==> config.mk <==
export PLATFORM = sky130hd
export DESIGN_NAME = wb_cmd_initiator
export DESIGN_NICKNAME = d
export VERILOG_FILES = /design/src/rtl/wb_cmd_pkg.sv /design/src/rtl/wb_cmd_initiator_lane_align.sv /design/src/rtl/wb_cmd_initiator.sv
export SDC_FILE = /design/constraint.sdc
export NUM_CORES = 1
export LEC_CHECK = 0
export CORE_MARGIN = 10
export CORE_UTILIZATION = 50
export CTS_CLUSTER_DIAMETER = 120
export DETAILED_ROUTE_END_ITERATION = 8
export PLACE_DENSITY = 0.95
export RECOVER_POWER = 50
export SYNTH_ARGS = -nofsm -noshare
export SYNTH_HDL_FRONTEND = slang
export SYNTH_SLANG_ARGS = --single-unit
==> constraint.sdc <==
create_clock -name i_clk -period 5.2 [get_ports i_clk]
set_clock_uncertainty 0.15 [all_clocks]
set_input_delay 1.3 -clock i_clk [delete_from_list [all_inputs] [get_ports i_clk]]
set_output_delay 1.3 -clock i_clk [all_outputs]
set_load 0.02 [all_outputs]
==> src/rtl/wb_cmd_pkg.sv <==
// Shared encodings for the Wishbone command initiator and its lane-alignment helper.
package wb_cmd_pkg;

  localparam logic [1:0] SZ_BYTE = 2'd0;
  localparam logic [1:0] SZ_HALF = 2'd1;
  localparam logic [1:0] SZ_WORD = 2'd2;

  localparam logic [1:0] ST_OK       = 2'b00;
  localparam logic [1:0] ST_BUSERR   = 2'b01;
  localparam logic [1:0] ST_TIMEOUT  = 2'b10;
  localparam logic [1:0] ST_MISALIGN = 2'b11;

  typedef enum logic [1:0] {
    S_IDLE = 2'd0,
    S_BUS  = 2'd1,
    S_RESP = 2'd2
  } state_e;

endpackage

==> src/rtl/wb_cmd_initiator_lane_align.sv <==
// Byte-lane steering for 32-bit Wishbone: select mask, write-data replication,
// alignment check and right-justified, zero-extended read-data extraction.
module wb_lane_align
  import wb_cmd_pkg::*;
(
  input  logic [1:0]  size_i,
  input  logic [1:0]  addr_lo_i,
  input  logic [31:0] wdata_i,
  input  logic [31:0] rdt_i,
  output logic [3:0]  sel_o,
  output logic [31:0] wdat_o,
  output logic        misalign_o,
  output logic [31:0] rdata_o
);

  logic [31:0] shifted;

  always_comb begin
    shifted    = rdt_i >> {addr_lo_i, 3'b000};
    sel_o      = 4'b0000;
    wdat_o     = 32'd0;
    misalign_o = 1'b0;
    rdata_o    = 32'd0;
    case (size_i)
      SZ_BYTE: begin
        sel_o   = 4'b0001 << addr_lo_i;
        wdat_o  = {4{wdata_i[7:0]}};
        rdata_o = {24'd0, shifted[7:0]};
      end
      SZ_HALF: begin
        sel_o      = 4'b0011 << addr_lo_i;
        wdat_o     = {2{wdata_i[15:0]}};
        rdata_o    = {16'd0, shifted[15:0]};
        misalign_o = addr_lo_i[0];
      end
      SZ_WORD: begin
        sel_o      = 4'b1111;
        wdat_o     = wdata_i;
        rdata_o    = shifted;
        misalign_o = |addr_lo_i;
      end
      default: misalign_o = 1'b1;
    endcase
  end

endmodule

==> src/rtl/wb_cmd_initiator.sv <==
// Single-transfer Wishbone classic initiator: command in, one bus cycle with
// timeout, response (data + status) out over a valid/ready channel.
module wb_cmd_initiator
  import wb_cmd_pkg::*;
#(
  parameter int ADDR_WIDTH = 32,
  parameter int TIMEOUT    = 255
) (
  input  logic                  i_clk,
  input  logic                  i_rst_n,
  input  logic                  i_cmd_valid,
  output logic                  o_cmd_ready,
  input  logic                  i_cmd_we,
  input  logic [1:0]            i_cmd_size,
  input  logic [ADDR_WIDTH-1:0] i_cmd_addr,
  input  logic [31:0]           i_cmd_wdata,
  output logic                  o_rsp_valid,
  input  logic                  i_rsp_ready,
  output logic [31:0]           o_rsp_rdata,
  output logic [1:0]            o_rsp_status,
  output logic [ADDR_WIDTH-1:0] o_wb_adr,
  output logic [31:0]           o_wb_dat,
  output logic [3:0]            o_wb_sel,
  output logic                  o_wb_we,
  output logic                  o_wb_cyc,
  output logic                  o_wb_stb,
  input  logic [31:0]           i_wb_rdt,
  input  logic                  i_wb_ack,
  input  logic                  i_wb_err,
  output logic                  o_busy
);

  localparam logic [15:0] TIMEOUT_LD = 16'(TIMEOUT);

  state_e                state_q, state_d;
  logic                  we_q, we_d;
  logic [1:0]            size_q, size_d;
  logic [ADDR_WIDTH-1:0] addr_q, addr_d;
  logic [31:0]           wdata_q, wdata_d;
  logic [15:0]           cnt_q, cnt_d;
  logic [31:0]           rdata_q, rdata_d;
  logic [1:0]            status_q, status_d;

  logic        idle, bus;
  logic [1:0]  al_size, al_addr;
  logic [3:0]  al_sel;
  logic [31:0] al_wdat, al_rdata;
  logic        al_misalign;

  assign idle = (state_q == S_IDLE);
  assign bus  = (state_q == S_BUS);

  // While idle the aligner checks the incoming command; afterwards it serves the latched one.
  assign al_size = idle ? i_cmd_size      : size_q;
  assign al_addr = idle ? i_cmd_addr[1:0] : addr_q[1:0];

  wb_lane_align u_align (
    .size_i     (al_size),
    .addr_lo_i  (al_addr),
    .wdata_i    (wdata_q),
    .rdt_i      (i_wb_rdt),
    .sel_o      (al_sel),
    .wdat_o     (al_wdat),
    .misalign_o (al_misalign),
    .rdata_o    (al_rdata)
  );

  assign o_cmd_ready  = idle;
  assign o_busy       = !idle;
  assign o_rsp_valid  = (state_q == S_RESP);
  assign o_rsp_rdata  = rdata_q;
  assign o_rsp_status = status_q;
  assign o_wb_cyc     = bus;
  assign o_wb_stb     = bus;
  assign o_wb_we      = bus & we_q;
  assign o_wb_adr     = bus ? {addr_q[ADDR_WIDTH-1:2], 2'b00} : '0;
  assign o_wb_dat     = bus ? al_wdat : 32'd0;
  assign o_wb_sel     = bus ? al_sel  : 4'b0000;

  always_ff @(posedge i_clk or negedge i_rst_n) begin
    if (!i_rst_n) begin
      state_q  <= S_IDLE;
      we_q     <= 1'b0;
      size_q   <= 2'd0;
      addr_q   <= '0;
      wdata_q  <= 32'd0;
      cnt_q    <= 16'd0;
      rdata_q  <= 32'd0;
      status_q <= ST_OK;
    end else begin
      state_q  <= state_d;
      we_q     <= we_d;
      size_q   <= size_d;
      addr_q   <= addr_d;
      wdata_q  <= wdata_d;
      cnt_q    <= cnt_d;
      rdata_q  <= rdata_d;
      status_q <= status_d;
    end
  end

  always_comb begin
    state_d  = state_q;
    we_d     = we_q;
    size_d   = size_q;
    addr_d   = addr_q;
    wdata_d  = wdata_q;
    cnt_d    = cnt_q;
    rdata_d  = rdata_q;
    status_d = status_q;
    case (state_q)
      S_IDLE: begin
        if (i_cmd_valid) begin
          we_d    = i_cmd_we;
          size_d  = i_cmd_size;
          addr_d  = i_cmd_addr;
          wdata_d = i_cmd_wdata;
          cnt_d   = TIMEOUT_LD;
          if (al_misalign) begin
            status_d = ST_MISALIGN;
            rdata_d  = 32'd0;
            state_d  = S_RESP;
          end else begin
            state_d = S_BUS;
          end
        end
      end
      S_BUS: begin
        // ack wins over err, and both win over an expiring counter in the same cycle.
        if (i_wb_ack) begin
          status_d = ST_OK;
          rdata_d  = we_q ? 32'd0 : al_rdata;
          state_d  = S_RESP;
        end else if (i_wb_err) begin
          status_d = ST_BUSERR;
          rdata_d  = 32'd0;
          state_d  = S_RESP;
        end else if (cnt_q == 16'd0) begin
          status_d = ST_TIMEOUT;
          rdata_d  = 32'd0;
          state_d  = S_RESP;
        end else begin
          cnt_d = cnt_q - 16'd1;
        end
      end
      S_RESP: begin
        if (i_rsp_ready) state_d = S_IDLE;
      end
      default: state_d = S_IDLE;
    endcase
  end

endmodule

==> results.sh <==
export IMPL_grt_pass1_vias=6049
export IMPL_drt_initial_drc_count=469
export IMPL_ant_nets=0
export IMPL_drv_cap=2
export IMPL_cts_htree_levels=4
export IMPL_clkSinkCount=119
export IMPL_path_class="input port to output port"
export IMPL_slowest_delay_ns=0.63
export IMPL_setup_slack_ns=0.167
export IMPL_place_hpwl_mm=14.8
export IMPL_synth_simple_area_share=0.255
export IMPL_clk_path_buf_depth=2
export IMPL_clk_insertion_delay_late_ns=0.41
export IMPL_final_cell_mix="nand2_1, clkdlybuf4s50_1, dfrtp_1, nor2_1, and2_1"
export IMPL_dr_pass1_iters=5
export IMPL_cp_end_kind="output port"
export IMPL_avgViaCountPerCell=5.52
export IMPL_io_buffers=210
export IMPL_synth_xor_area_frac=0.0127
export IMPL_grt_first_pass_wirelength_mm=32.9
export IMPL_rr_endpoint="wdata_q[5]"
export IMPL_final_nets=981
export IMPL_p_leak_nw=4.15
export IMPL_ctsHoldBuffers=0
export IMPL_dieArea_um2=17300
export IMPL_die_height_um=132
export IMPL_synth_edf_count=0
export IMPL_timing_slew_headroom=-0.374
export IMPL_muxShareOfSynthArea=0.0722
export IMPL_min_period_ns=5.03
export IMPL_rows=40
export IMPL_run_status="finished, violations left"
export IMPL_yosysSeqAreaShare=0.478
export IMPL_setup_viol=0
export IMPL_pwr_density_cell_nw_per_um2=533
export IMPL_drt_total_wl_mm=20.7
export IMPL_hold_class="flip-flop to flip-flop"
export IMPL_grt_max_degree=76
export IMPL_ys_warn_count=0
export IMPL_area_growth_syn_to_layout_pct=44.5
export IMPL_violations="capacitance limit, slew limit"
export IMPL_drive_above_1_share=0.0868
export IMPL_cts_tree="done"
export IMPL_synthesis_area_um2=6220
export IMPL_clock_fmax_ghz=0.199
export IMPL_crit_chain="clkdlybuf4s50_1 -> or4b_2 -> o21ai_1 -> or2_4 -> a22oi_1 -> nor2_1 -> clkdlybuf4s50_1"
export IMPL_avgSynthCellArea_um2=9.28
export IMPL_worstPathRequired_ns=3.75
export IMPL_slew_violations=113
export IMPL_root_buffer="clkbuf_16"
export IMPL_reg2reg_depth=6
export IMPL_synthesis_instances=671
export IMPL_synth_top_family_by_area="simple AND/OR/NAND/NOR gates"
export IMPL_cts_made_buffers=17
export IMPL_ys_ff_latch=119
export IMPL_synth_compound_area_share=0.131
export IMPL_design_area_um2=8990
export IMPL_p_total_w=0.00479
export IMPL_crit_top_cell="clkdlybuf4s50_1"
export IMPL_rsz0062_at_grt="false"
export IMPL_dieWidth_um=132
export IMPL_antenna_cells=0
export IMPL_fin_crit_sh=0.968
export IMPL_synth_adder_area_share=0.00402
export IMPL_cp_data_arrival_time_ns=3.58
export IMPL_cts_setup_buffers=0
export IMPL_cp_slowest_cell="clkdlybuf4s50_1"
export IMPL_async_flop_share=1.00
export IMPL_worst_pin_slew_ns=2.06
export IMPL_gp_routability_congestion=0.895
export IMPL_ys_types=64
export IMPL_placed_area_um2=8410
export IMPL_critPathCapture="o_wb_dat[11]"
export IMPL_startpoint_type="input port"
export IMPL_coreArea_um2=12100
export IMPL_grt_overflow_total=0
export IMPL_drcViolationCount=0
export IMPL_startpoint="i_cmd_size[1]"
export IMPL_final_common_cell="nand2_1"
export IMPL_finalSetupTns_ns=0
export IMPL_synth_flop_cell="dfrtp_1"
export IMPL_vias=5828
export IMPL_boundaryPins=213
export IMPL_antenna_found_initial=1
export IMPL_crit_fanout=8
export IMPL_post_place_ws_ns=0.0399
export IMPL_track_usage=0.233
export IMPL_utilization=0.743
export IMPL_start_util=0.514
export IMPL_hold_viol=0
export IMPL_vdd_drop_max_mv=0.374
export IMPL_regToRegStartpoint="state_q[0]"
export IMPL_cts_resized=0
export IMPL_avgRoutedWirePerCell_um=19.6
export IMPL_cts_clk_slew_worst_paths_ns=0.05
export IMPL_rrSetupSlack_ns=1.24
final cells by class:
class | instances | area [µm²]
Clock buffer | 20 | 457
Clock inverter | 12 | 151
Fill cell | 810 | 3120
Inverter | 7 | 31.3
Multi-Input combinational cell | 502 | 2950
Sequential cell | 119 | 2980
Tap cell | 168 | 210
Timing Repair Buffer | 227 | 2210
registers in the layout (all words and copies together), names as in the netlist:
name          flops
we_q              1
cnt_q            16
state_q           2
size_q            2
o_rsp_status      2
addr_q           32
wdata_q          32
o_rsp_rdata      32
worst max-delay path: cells and delay by family:
kind | cells | cell delay, ns
compound gates | 2 | 0.23
buf+inv | 2 | 1.10
simple gates | 3 | 0.95
cells in the mapped netlist (3+ instances only):
cell type | instances | area share
nand2_1 | 223 | 0.13
dfrtp_1 | 119 | 0.48
and2_1 | 44 | 0.044
nor2_1 | 44 | 0.027
a22oi_1 | 24 | 0.029
mux2i_1 | 24 | 0.039
clkbuf_1 | 22 | 0.013
a22o_1 | 16 | 0.023
o2bb2ai_1 | 15 | 0.021
buf_2 | 11 | 0.0088
mux2_2 | 10 | 0.018
a21oi_1 | 9 | 0.0072
xnor2_1 | 9 | 0.013
a32o_1 | 8 | 0.013
nor3_1 | 8 | 0.0064
inv_1 | 6 | 0.0036
o21ai_0 | 6 | 0.0048
or3_1 | 5 | 0.0050
buf_4 | 4 | 0.0048
buf_6 | 4 | 0.0072
a211oi_1 | 3 | 0.0036
a31oi_1 | 3 | 0.0030
nand2b_1 | 3 | 0.0030
nand3_1 | 3 | 0.0024
nor4_1 | 3 | 0.0030
power breakdown:
part	switching [W]	internal, W
clock network	0.000417	0.000776
logic	0.00120	0.000887
registers	0.000272	0.00124
total	0.00189	0.00290
worst min path at each step:
stage                          start         end  slack, ns  depth (start not counted)
after global routing       addr_q[7]   addr_q[7]       0.35                          2
after detailed placement   addr_q[8]   addr_q[8]       0.30                          2
after floorplan           addr_q[10]  addr_q[10]       0.29                          2
final                      addr_q[5]   addr_q[5]       0.31                          2
after CTS                  addr_q[5]   addr_q[5]       0.32                          2
after global placement     addr_q[8]   addr_q[8]       0.30                          2
metal layers:
metal  routed length (µm)  vias up  part of all wire  track usage
met5                   17        -           0.00082            0
met4                  758        2             0.037        0.114
met3                 2010       54             0.098       0.0957
met2                 9730      292              0.47        0.369
met1                 8130     2807              0.39        0.268
li1                     -     2673                 -            -
logic make-up after synthesis:
kind of cell / after synthesis
AO/OA/AOI/OAI: 98
XOR/XNOR: 9
adder cells (fa/ha/maj): 2
buffers and inverters: 51
flip-flops: 119
multiplexers: 40
other: 1
AND/OR/NAND/NOR: 351
through the flow:
| step | cells | hold slack, ns |
|---|---|---|
| 3_3_place_gp | 1023 | 0.299 |
| 6_report | 1055 | 0.313 |
| 5_1_grt | 1055 | 0.347 |
| 2_1_floorplan | 672 | 0.287 |
| 4_1_cts | 1055 | 0.318 |
| 3_5_place_dp | 1023 | 0.304 |
(Power assumes the default switching activity.)
